--- config.mk ---
export PLATFORM = sky130hd
export DESIGN_NAME = lsu_ctrl
export DESIGN_NICKNAME = d
export VERILOG_FILES = /design/src/rtl/lsu_ctrl_pkg.sv /design/src/rtl/lsu_align.sv /design/src/rtl/lsu_ctrl.sv
export SDC_FILE = /design/constraint.sdc
export NUM_CORES = 1
export LEC_CHECK = 0
export ABC_AREA = 1
export BUFFER_PORTS_ARGS = -buffer_cell sky130_fd_sc_hd__buf_4
export CORE_UTILIZATION = 47
export CTS_CLUSTER_DIAMETER = 200
export DETAILED_ROUTE_END_ITERATION = 8
export PLACE_DENSITY = 0.81
export SYNTH_ARGS = -nofsm -noshare
export SYNTH_HDL_FRONTEND = slang
export SYNTH_SLANG_ARGS = --single-unit
--- constraint.sdc ---
create_clock -name clk_i -period 1.55 [get_ports clk_i]
set_clock_uncertainty 0.1 [all_clocks]
set_input_delay 0.2325 -clock clk_i [delete_from_list [all_inputs] [get_ports clk_i]]
set_output_delay 0.2325 -clock clk_i [all_outputs]
set_load 0.02 [all_outputs]
--- src/rtl/lsu_ctrl_pkg.sv ---
// lsu_ctrl_pkg: shared definitions for the load/store unit controller.
//   - LSU FSM state encoding
//   - funct3 access-width codes for loads and stores
//   - byte-enable patterns
//   - legality / alignment helpers used when an access is accepted in IDLE
package lsu_ctrl_pkg;

  localparam int LSU_XLEN  = 32;
  localparam int LSU_LANES = LSU_XLEN / 8;

  typedef enum logic [1:0] {
    LSU_IDLE = 2'd0,
    LSU_REQ  = 2'd1,
    LSU_WAIT = 2'd2,
    LSU_DONE = 2'd3
  } lsu_state_e;

  // Load width codes
  localparam logic [2:0] F3_LB  = 3'b000;
  localparam logic [2:0] F3_LH  = 3'b001;
  localparam logic [2:0] F3_LW  = 3'b010;
  localparam logic [2:0] F3_LBU = 3'b100;
  localparam logic [2:0] F3_LHU = 3'b101;
  // Store width codes
  localparam logic [2:0] F3_SB  = 3'b000;
  localparam logic [2:0] F3_SH  = 3'b001;
  localparam logic [2:0] F3_SW  = 3'b010;

  // Byte-enable patterns
  localparam logic [LSU_LANES-1:0] BE_BYTE0   = 4'b0001;
  localparam logic [LSU_LANES-1:0] BE_HALF_LO = 4'b0011;
  localparam logic [LSU_LANES-1:0] BE_HALF_HI = 4'b1100;
  localparam logic [LSU_LANES-1:0] BE_WORD    = 4'b1111;

  // funct3 is legal for the given access direction.
  function automatic logic f3_legal(input logic is_store, input logic [2:0] f3);
    logic ok;
    ok = 1'b0;
    if (is_store) begin
      case (f3)
        F3_SB, F3_SH, F3_SW: ok = 1'b1;
        default:             ok = 1'b0;
      endcase
    end else begin
      case (f3)
        F3_LB, F3_LH, F3_LW, F3_LBU, F3_LHU: ok = 1'b1;
        default:                             ok = 1'b0;
      endcase
    end
    return ok;
  endfunction

  // Halfwords need an even address, words a 4-byte aligned one.
  // funct3[1:0] encodes the width for both signed and unsigned loads.
  function automatic logic f3_misaligned(input logic [2:0] f3, input logic [1:0] off);
    logic mis;
    case (f3[1:0])
      2'b01:   mis = off[0];
      2'b10:   mis = (off != 2'b00);
      default: mis = 1'b0;
    endcase
    return mis;
  endfunction

endpackage

--- src/rtl/lsu_align.sv ---
// lsu_align: combinational byte-lane datapath for the LSU.
//   Store side: from funct3, address offset and rs2 produce byte enables and
//               lane-replicated write data (loads always use all four lanes).
//   Load side:  from the captured funct3/offset and the returned word produce
//               the shifted and sign/zero-extended load result.
// Ports:
//   is_store_i, st_funct3_i, st_off_i, st_data_i -> st_be_o, st_wdata_o
//   ld_funct3_i, ld_off_i, ld_rdata_i            -> ld_data_o
module lsu_align
  import lsu_ctrl_pkg::*;
#(
  parameter int XLEN = 32
) (
  input  logic              is_store_i,
  input  logic [2:0]        st_funct3_i,
  input  logic [1:0]        st_off_i,
  input  logic [XLEN-1:0]   st_data_i,
  output logic [XLEN/8-1:0] st_be_o,
  output logic [XLEN-1:0]   st_wdata_o,
  input  logic [2:0]        ld_funct3_i,
  input  logic [1:0]        ld_off_i,
  input  logic [XLEN-1:0]   ld_rdata_i,
  output logic [XLEN-1:0]   ld_data_o
);

  logic [XLEN-1:0] ld_shifted;

  // Store lanes: the memory picks the lane via be, so the data is simply
  // replicated across every lane it could land in.
  always_comb begin
    st_be_o    = BE_WORD;
    st_wdata_o = st_data_i;
    if (is_store_i) begin
      case (st_funct3_i)
        F3_SB: begin
          st_be_o    = BE_BYTE0 << st_off_i;
          st_wdata_o = {4{st_data_i[7:0]}};
        end
        F3_SH: begin
          st_be_o    = st_off_i[1] ? BE_HALF_HI : BE_HALF_LO;
          st_wdata_o = {2{st_data_i[15:0]}};
        end
        default: begin
          st_be_o    = BE_WORD;
          st_wdata_o = st_data_i;
        end
      endcase
    end
  end

  assign ld_shifted = ld_rdata_i >> {ld_off_i, 3'b000};

  always_comb begin
    case (ld_funct3_i)
      F3_LB:   ld_data_o = {{(XLEN-8){ld_shifted[7]}}, ld_shifted[7:0]};
      F3_LH:   ld_data_o = {{(XLEN-16){ld_shifted[15]}}, ld_shifted[15:0]};
      F3_LBU:  ld_data_o = {{(XLEN-8){1'b0}}, ld_shifted[7:0]};
      F3_LHU:  ld_data_o = {{(XLEN-16){1'b0}}, ld_shifted[15:0]};
      default: ld_data_o = ld_rdata_i;
    endcase
  end

endmodule

--- src/rtl/lsu_ctrl.sv ---
// lsu_ctrl: MEM-stage load/store controller for the RV32I core.
//   Accepts one load/store from the pipeline, runs a single outstanding
//   req/gnt/rvalid transaction, stalls the pipeline while it is in flight,
//   and reports misaligned/invalid accesses and bus timeouts.
// Ports:
//   clk_i, rst_ni                      clock, synchronous active-low reset
//   is_load_instr_i, is_store_instr_i  MEM-stage instruction kind
//   funct3_i, addr_i, store_data_i     access width/sign, byte address, rs2
//   flush_i                            kill the MEM-stage instruction
//   mem_req_o/we/addr/be/wdata         request channel (held until grant)
//   mem_gnt_i, mem_rvalid_i, mem_rdata_i  grant and read-response channel
//   stall_o                            hold IF..MEM
//   load_valid_o, load_data_o          one-cycle load result pulse
//   addr_exc_o                         misaligned/invalid (IDLE, combinational)
//   bus_err_o                          one-cycle timeout pulse
module lsu_ctrl
  import lsu_ctrl_pkg::*;
#(
  parameter int TIMEOUT_CYCLES = 16,
  parameter int XLEN           = 32
) (
  input  logic            clk_i,
  input  logic            rst_ni,
  input  logic            is_load_instr_i,
  input  logic            is_store_instr_i,
  input  logic [2:0]      funct3_i,
  input  logic [XLEN-1:0] addr_i,
  input  logic [XLEN-1:0] store_data_i,
  input  logic            flush_i,
  output logic            mem_req_o,
  output logic            mem_we_o,
  output logic [XLEN-1:0] mem_addr_o,
  output logic [3:0]      mem_be_o,
  output logic [XLEN-1:0] mem_wdata_o,
  input  logic            mem_gnt_i,
  input  logic            mem_rvalid_i,
  input  logic [XLEN-1:0] mem_rdata_i,
  output logic            stall_o,
  output logic            load_valid_o,
  output logic [XLEN-1:0] load_data_o,
  output logic            addr_exc_o,
  output logic            bus_err_o
);

  localparam int               CNT_W    = $clog2(TIMEOUT_CYCLES);
  // Last REQ/WAIT cycle before the counter would reach TIMEOUT_CYCLES-1.
  localparam logic [CNT_W-1:0] CNT_LAST = CNT_W'(TIMEOUT_CYCLES - 2);

  lsu_state_e       state_q, state_d;
  logic [CNT_W-1:0] cnt_q, cnt_d;
  logic [XLEN-1:0]  addr_q, addr_d;
  logic [XLEN-1:0]  wdata_q, wdata_d;
  logic [XLEN-1:0]  load_data_q, load_data_d;
  logic [3:0]       be_q, be_d;
  logic [2:0]       funct3_q, funct3_d;
  logic [1:0]       off_q, off_d;
  logic             we_q, we_d;
  logic             kill_q, kill_d;
  logic             load_valid_q, load_valid_d;
  logic             bus_err_q, bus_err_d;

  logic            is_ld, is_st, access, exc, timeout;
  logic            stall, addr_exc;
  logic [3:0]      al_be;
  logic [XLEN-1:0] al_wdata, al_ldata;

  // A load wins if both kind bits are ever raised together.
  assign is_ld   = is_load_instr_i;
  assign is_st   = is_store_instr_i & ~is_load_instr_i;
  assign access  = (is_ld | is_st) & ~flush_i;
  assign exc     = ~f3_legal(is_st, funct3_i) | f3_misaligned(funct3_i, addr_i[1:0]);
  assign timeout = (cnt_q >= CNT_LAST);

  lsu_align #(.XLEN(XLEN)) u_align (
    .is_store_i  (is_st),
    .st_funct3_i (funct3_i),
    .st_off_i    (addr_i[1:0]),
    .st_data_i   (store_data_i),
    .st_be_o     (al_be),
    .st_wdata_o  (al_wdata),
    .ld_funct3_i (funct3_q),
    .ld_off_i    (off_q),
    .ld_rdata_i  (mem_rdata_i),
    .ld_data_o   (al_ldata)
  );

  always_comb begin
    state_d      = state_q;
    cnt_d        = cnt_q;
    addr_d       = addr_q;
    wdata_d      = wdata_q;
    be_d         = be_q;
    we_d         = we_q;
    funct3_d     = funct3_q;
    off_d        = off_q;
    kill_d       = kill_q;
    load_data_d  = load_data_q;
    load_valid_d = 1'b0;
    bus_err_d    = 1'b0;
    stall        = 1'b0;
    addr_exc     = 1'b0;

    case (state_q)
      LSU_IDLE: begin
        cnt_d  = '0;
        kill_d = 1'b0;
        if (access) begin
          if (exc) begin
            addr_exc = 1'b1;
          end else begin
            stall    = 1'b1;
            addr_d   = {addr_i[XLEN-1:2], 2'b00};
            off_d    = addr_i[1:0];
            we_d     = is_st;
            be_d     = al_be;
            wdata_d  = al_wdata;
            funct3_d = funct3_i;
            state_d  = LSU_REQ;
          end
        end
      end

      LSU_REQ: begin
        stall = 1'b1;
        cnt_d = cnt_q + CNT_W'(1);
        if (mem_gnt_i) begin
          // A flush coinciding with the grant still completes the bus
          // transaction; only the load result is suppressed.
          kill_d  = flush_i;
          state_d = we_q ? LSU_DONE : LSU_WAIT;
        end else if (flush_i) begin
          stall   = 1'b0;
          state_d = LSU_IDLE;
        end else if (timeout) begin
          bus_err_d = 1'b1;
          state_d   = LSU_DONE;
        end
      end

      LSU_WAIT: begin
        stall  = 1'b1;
        cnt_d  = cnt_q + CNT_W'(1);
        kill_d = kill_q | flush_i;
        if (mem_rvalid_i) begin
          state_d = LSU_DONE;
          if (!kill_d) begin
            load_valid_d = 1'b1;
            load_data_d  = al_ldata;
          end
        end else if (timeout) begin
          bus_err_d = 1'b1;
          state_d   = LSU_DONE;
        end
      end

      LSU_DONE: begin
        // Stall released for this one cycle so the pipeline advances.
        state_d = LSU_IDLE;
      end

      default: state_d = LSU_IDLE;
    endcase
  end

  always_ff @(posedge clk_i) begin
    if (!rst_ni) begin
      state_q      <= LSU_IDLE;
      cnt_q        <= '0;
      addr_q       <= '0;
      wdata_q      <= '0;
      be_q         <= '0;
      we_q         <= 1'b0;
      funct3_q     <= '0;
      off_q        <= '0;
      kill_q       <= 1'b0;
      load_data_q  <= '0;
      load_valid_q <= 1'b0;
      bus_err_q    <= 1'b0;
    end else begin
      state_q      <= state_d;
      cnt_q        <= cnt_d;
      addr_q       <= addr_d;
      wdata_q      <= wdata_d;
      be_q         <= be_d;
      we_q         <= we_d;
      funct3_q     <= funct3_d;
      off_q        <= off_d;
      kill_q       <= kill_d;
      load_data_q  <= load_data_d;
      load_valid_q <= load_valid_d;
      bus_err_q    <= bus_err_d;
    end
  end

  // Every output is forced low while reset is held, including the cycles
  // before the reset edge has been sampled.
  assign mem_req_o    = rst_ni & (state_q == LSU_REQ);
  assign mem_we_o     = rst_ni & we_q;
  assign mem_addr_o   = rst_ni ? addr_q  : '0;
  assign mem_be_o     = rst_ni ? be_q    : '0;
  assign mem_wdata_o  = rst_ni ? wdata_q : '0;
  assign stall_o      = rst_ni & stall;
  assign addr_exc_o   = rst_ni & addr_exc;
  assign load_valid_o = rst_ni & load_valid_q;
  assign load_data_o  = rst_ni ? load_data_q : '0;
  assign bus_err_o    = rst_ni & bus_err_q;

endmodule

# After elaboration in Yosys (flattened, before gate mapping)
# Cells that the tools add are included.
[classes]
n_lt_le_gt_ge = 1
reduce_logical = 14
muxes = 39
shift = 2
n_addsub = 1
eq_ne = 15
bitwise_logic = 16
[op_table]
columns = ["op", "n"]
rows = [
  ["2-to-1 mux 32 bit", 4],
  ["one-hot mux 32 bit (4 select lines)", 1],
  ["one-hot mux 32 bit (2 select lines)", 1],
  ["right shift 32 x 5 -> 16 bit", 1],
  ["2-to-1 mux 1 bit", 17],
  ["one-hot mux 4 bit (2 select lines)", 2],
  ["equality test 3 bit, second input constant", 4],
  ["2-to-1 mux 2 bit", 6],
  ["2-to-1 mux 4 bit", 3],
  ["AND reduction 3 bit", 3],
  ["bitwise AND 1 bit", 8],
  ["one-hot mux 2 bit (4 select lines)", 1],
  ["equality test 2 bit, second input constant", 3],
  ["equality test 3 x 1 -> 1 bit, second input constant", 2],
  ["zero test 3 bit", 2],
  ["inequality test 2 bit, second input constant", 3],
  ["one-hot mux 1 bit (3 select lines)", 2],
  ["inverter 1 bit", 5],
  ["OR reduction 5 bit", 1],
  ["adder 4 x 1 -> 4 bit, second input constant", 1],
  ["equality test 2 x 1 -> 1 bit, second input constant", 2],
  ["greater-or-equal comparator 4 bit, second input constant", 1],
  ["one-hot mux 1 bit (2 select lines)", 2],
  ["AND reduction 2 bit", 2],
  ["8 further kinds", 11],
]
[totals]
ff_bits = 113
in_bits = 106
out_inout_bits = 106
word_cells = 100

# Logic depth before layout (Yosys ltp)
[logic_depth]
ltp_word = 10
depth_mapped = 12
mapped_depth_nobuf = 11

# Cells and area by module
# From an unflattened synthesis, not the netlist that was laid out.
[hier_totals]
hier_cells = 1043
hier_area_um2 = 6688.9
[by_module_without_submodules]
columns = ["mod", "area_per_inst_um2", "seq_area_each_um2", "instances", "cells_each"]
rows = [
  ["lsu_ctrl", 5211.2, 2262.2, 1, 727],
  ["lsu_align", 1477.7, 0.0, 1, 316],
]

# Worst setup path after synthesis
# Ideal clock, no wire load.
[synth_path]
kind = "register to output"
startpoint = "reg state_q[0]"
endpoint = "out addr_exc_o"
required_time_ns = 1.217
arrival_ns = 1.606
path_stages_with_launch = 9
path_slack_ns = -0.388
path_buffers = 2
cell_sequence = "dfxtp_1 > inv_1 > ha_1 > inv_2 > nor3_4 > buf_4 > buf_2 > nand2_1 > nor2_1"
[synth_between]
elab_chain_len = 3
[synth_rtl]
columns = ["item", "line_no", "text"]
rows = [
  ["start: declaration", "lsu_ctrl.sv:49", "lsu_state_e state_q, state_d;"],
  ["start signal: assignment", "lsu_ctrl.sv:180", "state_q <= state_d;"],
  ["zero test 2 bit", "lsu_ctrl.sv:103", "case (state_q)"],
  ["2-to-1 mux 1 bit", "lsu_ctrl.sv:103", ""],
  ["bitwise AND 1 bit", "lsu_ctrl.sv:203", "assign addr_exc_o = rst_ni & addr_exc;"],
  ["end: declaration", "lsu_ctrl.sv:41", "output logic addr_exc_o,"],
]
# No other way between the ends.

# Final worst setup path
[layout_path]
startpoint = "reg state_q[1]"
endpoint = "out stall_o"
[layout_between]
elab_chain_len = 3
elab_cells_between_ends = 5
cone_classes = "eq/ne: 2; mux: 1; bitwise: 1; reduce/logical: 1"
[layout_rtl]
columns = ["item", "line_no", "text"]
rows = [
  ["equality test 2 bit, or another cell as far along", "lsu_ctrl.sv:103", ""],
  ["one-hot mux 1 bit (3 select lines) *", "lsu_ctrl.sv:103", ""],
  ["bitwise AND 1 bit *", "lsu_ctrl.sv:202", "assign stall_o = rst_ni & stall;"],
  ["end: declaration", "lsu_ctrl.sv:38", "output logic stall_o,"],
]
# Mark *: on every way between the ends. The rest lies on a longest branch, timed or not.

==> impl_metrics.toml <==
[outcome]
status = "complete, but fails checks"
failed_checks = "negative setup slack"

[drt]
wire_per_inst_um = 15.4
vias = 8354
post_route_ant_nets = 0
drt_iter0_drc = 756
drt_drc_violations_left = 0
routed_wirelength_um = 24500
iteration_count_of_the_initial_detailed_routing_pass = 5
post_drt_via_cell_ratio = 5.26

[power]
power.internal_mw = 6.60
power_frac_seq_pct = 33.3
clkPwrFrac_pct = 37.8
worst_ir_drop_vdd_mv = 0.767
leakage_nw = 5.90
switchingPower_mw = 2.93
switching_share_pct = 30.8
power.density_cell_area_nw_per_um2 = 882
comb_power_share_pct = 28.9

[die]
floorplan.core_area_um2 = 13900
die_x_um = 121
rows = 43
initial_core_util_pct = 48.2
design.die.area_um2 = 14700
pin_count = 212
die_h_um = 121

[min_path]
hold_path_depth = 3
hold_path.class = "input port to register"

[global_route]
grt.overflow.total = 0
grt_util_all_layers_pct = 31.8
gr_util_met1_pct = 37.3
largest_net_degree_at_the_start_of_global_routing = 66
number_of_antenna_violations_at_the_first_check_in_global_routing = 0
groute.layer.met3.usage_pct = 7.00
use_met2_pct = 54.4
grt_pass1_vias = 7706
busiest_layer = "met2"
global_route_wire_length_before_repair_um = 36800

[flow_run]
max-cap-violations = 0

[synth]
post_synth.cell_area_avg_um2 = 6.07
synthTopCellsByArea = "sky130_fd_sc_hd__dfxtp_1, sky130_fd_sc_hd__nand2_1, sky130_fd_sc_hd__inv_1"
yosysMostFrequentCell = "sky130_fd_sc_hd__nand2_1"
synthesis.yosys.warnings = 0
post_synth_most_frequent_cells = "sky130_fd_sc_hd__nand2_1, sky130_fd_sc_hd__inv_1, sky130_fd_sc_hd__dfxtp_1"
yosys.cell_types.count = 34
number_of_standard_cells_after_synthesis = 1101
synth_largest_area_cell = "sky130_fd_sc_hd__dfxtp_1"
synth-main-ff-cell = "sky130_fd_sc_hd__dfxtp_1"
register_area_share_after_synthesis_pct = 33.8
post_synth_instance_area_um2 = 6680
synth-async-reset-ratio_pct = 0
synth_edf_count = 0
synth.ff_latch_count = 113
area_share_of_the_leading_cell_type_in_the_synthesized_netlist_pct = 33.8

[clock_tree]
htreeDepth = 4
clk_transition_reported_paths_ns = 0.05
cts_sinks = 113
tritoncts = "yes"
cts_root_buffer = "sky130_fd_sc_hd__clkbuf_16"
cts_buffer_depth = 2
clk-insertion-delay-late_ns = 0.42
numCtsBuffers = 17

[timing]
fin_crit_ns = 2.07
final_setup_viols = 108
timing.fmax_mhz = 482
hold_viol = 0
final.setup.worst_slack_ns = -0.525
grt_setup_unrepaired = "true"
drv_slew = 0
layout_worst_path_cycle_share_pct = 134
hold_ws_ns = 0.00862

[critical_path]
worst_ep_required_time_ns = 1.22
kind_of_end_point_of_the_critical_path = "output pin"
worst-endpoint-arrival_ns = 1.74
register_to_register_path_depth = 10
crit_fanout = 3
setup.worst_path.class = "register to output pin"
crit_path_start_kind = "register"

[layout]
layout.cells.non_filler = 1589
flow.area_growth_from_synthesis_pct = 61.8
fin_nets = 1512
drive_gt1_share_pct = 34.8
multiInputGateArea_um2 = 3820
layout.filler_cells = 931
sequential_cell_area_um2 = 2260
n_diodes = 0

[place]
finalWeightedCongestion = 0.932
place.detailed.hpwl_um = 14500
place.port_buffers = 209
place_inst = 1489
## final timing paths
path | start | endpoint | slack [ns]
worst max-delay path | state_q[1] | stall_o | -0.52
worst min-delay path | store_data_i[4] | wdata_q[4] | 0.009
worst max register to register | state_q[1] | addr_q[28] | -0.50
worst min register to register | addr_q[11] | addr_q[11] | 0.36
## metrics by stage
step | cell area [µm²] | utilization (%) | setup WS (ns) | setup TNS, ns | total power, mW
finish | 10800 | 77.9 | -0.525 | -29.66 | 9.53
global route | 10800 | 77.9 | -0.601 | -38.28 | 9.91
floorplan | 6760 | - | -0.0749 | -0.146 | 4.40
global placement | 8760 | 63.1 | -0.188 | -9.63 | 5.17
detailed placement | 8760 | 63.1 | -0.221 | -13.36 | 5.20
CTS | 10500 | 75.3 | -0.500 | -24.85 | 9.32
## layout by cell type, fill, tap and decap left out, types with 4 or more instances in the layout
| cell type | n |
|---|---|
| sky130_fd_sc_hd__a21oi_1 | 42 |
| sky130_fd_sc_hd__a21oi_2 | 25 |
| sky130_fd_sc_hd__a21oi_4 | 11 |
| sky130_fd_sc_hd__buf_12 | 20 |
| sky130_fd_sc_hd__buf_16 | 7 |
| sky130_fd_sc_hd__buf_4 | 255 |
| sky130_fd_sc_hd__buf_6 | 16 |
| sky130_fd_sc_hd__clkbuf_16 | 18 |
| sky130_fd_sc_hd__clkbuf_8 | 4 |
| sky130_fd_sc_hd__dfxtp_1 | 111 |
| sky130_fd_sc_hd__dlygate4sd3_1 | 32 |
| sky130_fd_sc_hd__ha_1 | 6 |
| sky130_fd_sc_hd__ha_4 | 4 |
| sky130_fd_sc_hd__inv_1 | 179 |
| sky130_fd_sc_hd__inv_2 | 29 |
| sky130_fd_sc_hd__nand2_1 | 370 |
| sky130_fd_sc_hd__nand2_2 | 7 |
| sky130_fd_sc_hd__nand3_1 | 71 |
| sky130_fd_sc_hd__nand3_2 | 24 |
| sky130_fd_sc_hd__nand3_4 | 4 |
| sky130_fd_sc_hd__nand4_1 | 6 |
| sky130_fd_sc_hd__nor2_1 | 49 |
| sky130_fd_sc_hd__nor2_2 | 15 |
| sky130_fd_sc_hd__nor2_4 | 7 |
| sky130_fd_sc_hd__o211ai_1 | 13 |
| sky130_fd_sc_hd__o21ai_0 | 10 |
| sky130_fd_sc_hd__o21ai_1 | 14 |
| sky130_fd_sc_hd__o21ai_2 | 19 |
## metal layers
| layer | up-vias | part of all wire, % |
|---|---|---|
| met5 | - | 0 |
| met1 | 3813 | 38 |
| li1 | 3950 | - |
| met3 | 97 | 8.5 |
| met2 | 494 | 49 |
| met4 | 0 | 3.6 |
## cells by family (layout without fill, tap and decap cells)
| kind of cell | after synthesis | in the layout | synth area share, % |
|---|---|---|---|
| adders and majority gates | 10 | 10 | 1.87 |
| AOI/OAI and AO/OA | 141 | 141 | 11.3 |
| other | 1 | 2 | 0.0561 |
| and+or+nand+nor | 563 | 563 | 35.8 |
| buffers and inverters | 273 | 580 | 17.2 |
| DFF | 113 | 113 | 33.8 |
## registers in the layout (all words and copies together), names as in the netlist, 2 cells and up
name	count
load_data_q	32
wdata_q	32
addr_q	30
be_q	4
cnt_q	4
funct3_q	3
off_q	2
state_q	2
## final cells by class
type,count,area share [%]
Multi-Input combinational cell,716,35.3
Timing Repair Buffer,336,29.1
Sequential cell,113,20.9
Inverter,212,7.52
Clock buffer,24,4.55
Tap cell,180,2.08
Clock inverter,8,0.509
## repair_timing
action | CTS | global route
hold endpoints to repair | 32 | 0
setup buffers | 23 | 5
setup endpoints to repair | 107 | 109
hold buffers | 32 | 0
pin swaps | 26 | 24
gates resized for setup | 82 | 90
cloned | 10 | 2
## power by group through the flow
stage	registers [mW]	clock network [mW]	logic [mW]
final	3.17	3.61	2.75
after global routing	3.19	3.77	2.95
after CTS	3.16	3.62	2.53
after detailed placement	3.22	0	1.98
after global placement	3.22	0	1.95
after floorplan	3.20	0	1.19
## critical path, cell delays in order, from the launching register on
cell and delay [ns]:
sky130_fd_sc_hd__dfxtp_2 0.32, sky130_fd_sc_hd__inv_2 0.07, sky130_fd_sc_hd__ha_4 0.16, sky130_fd_sc_hd__inv_4 0.04
sky130_fd_sc_hd__nor3_4 0.30, sky130_fd_sc_hd__nand3_4 0.14, sky130_fd_sc_hd__a21oi_4 0.16, sky130_fd_sc_hd__buf_6 0.13
No activity file was read; power rests on OpenSTA's default activity.
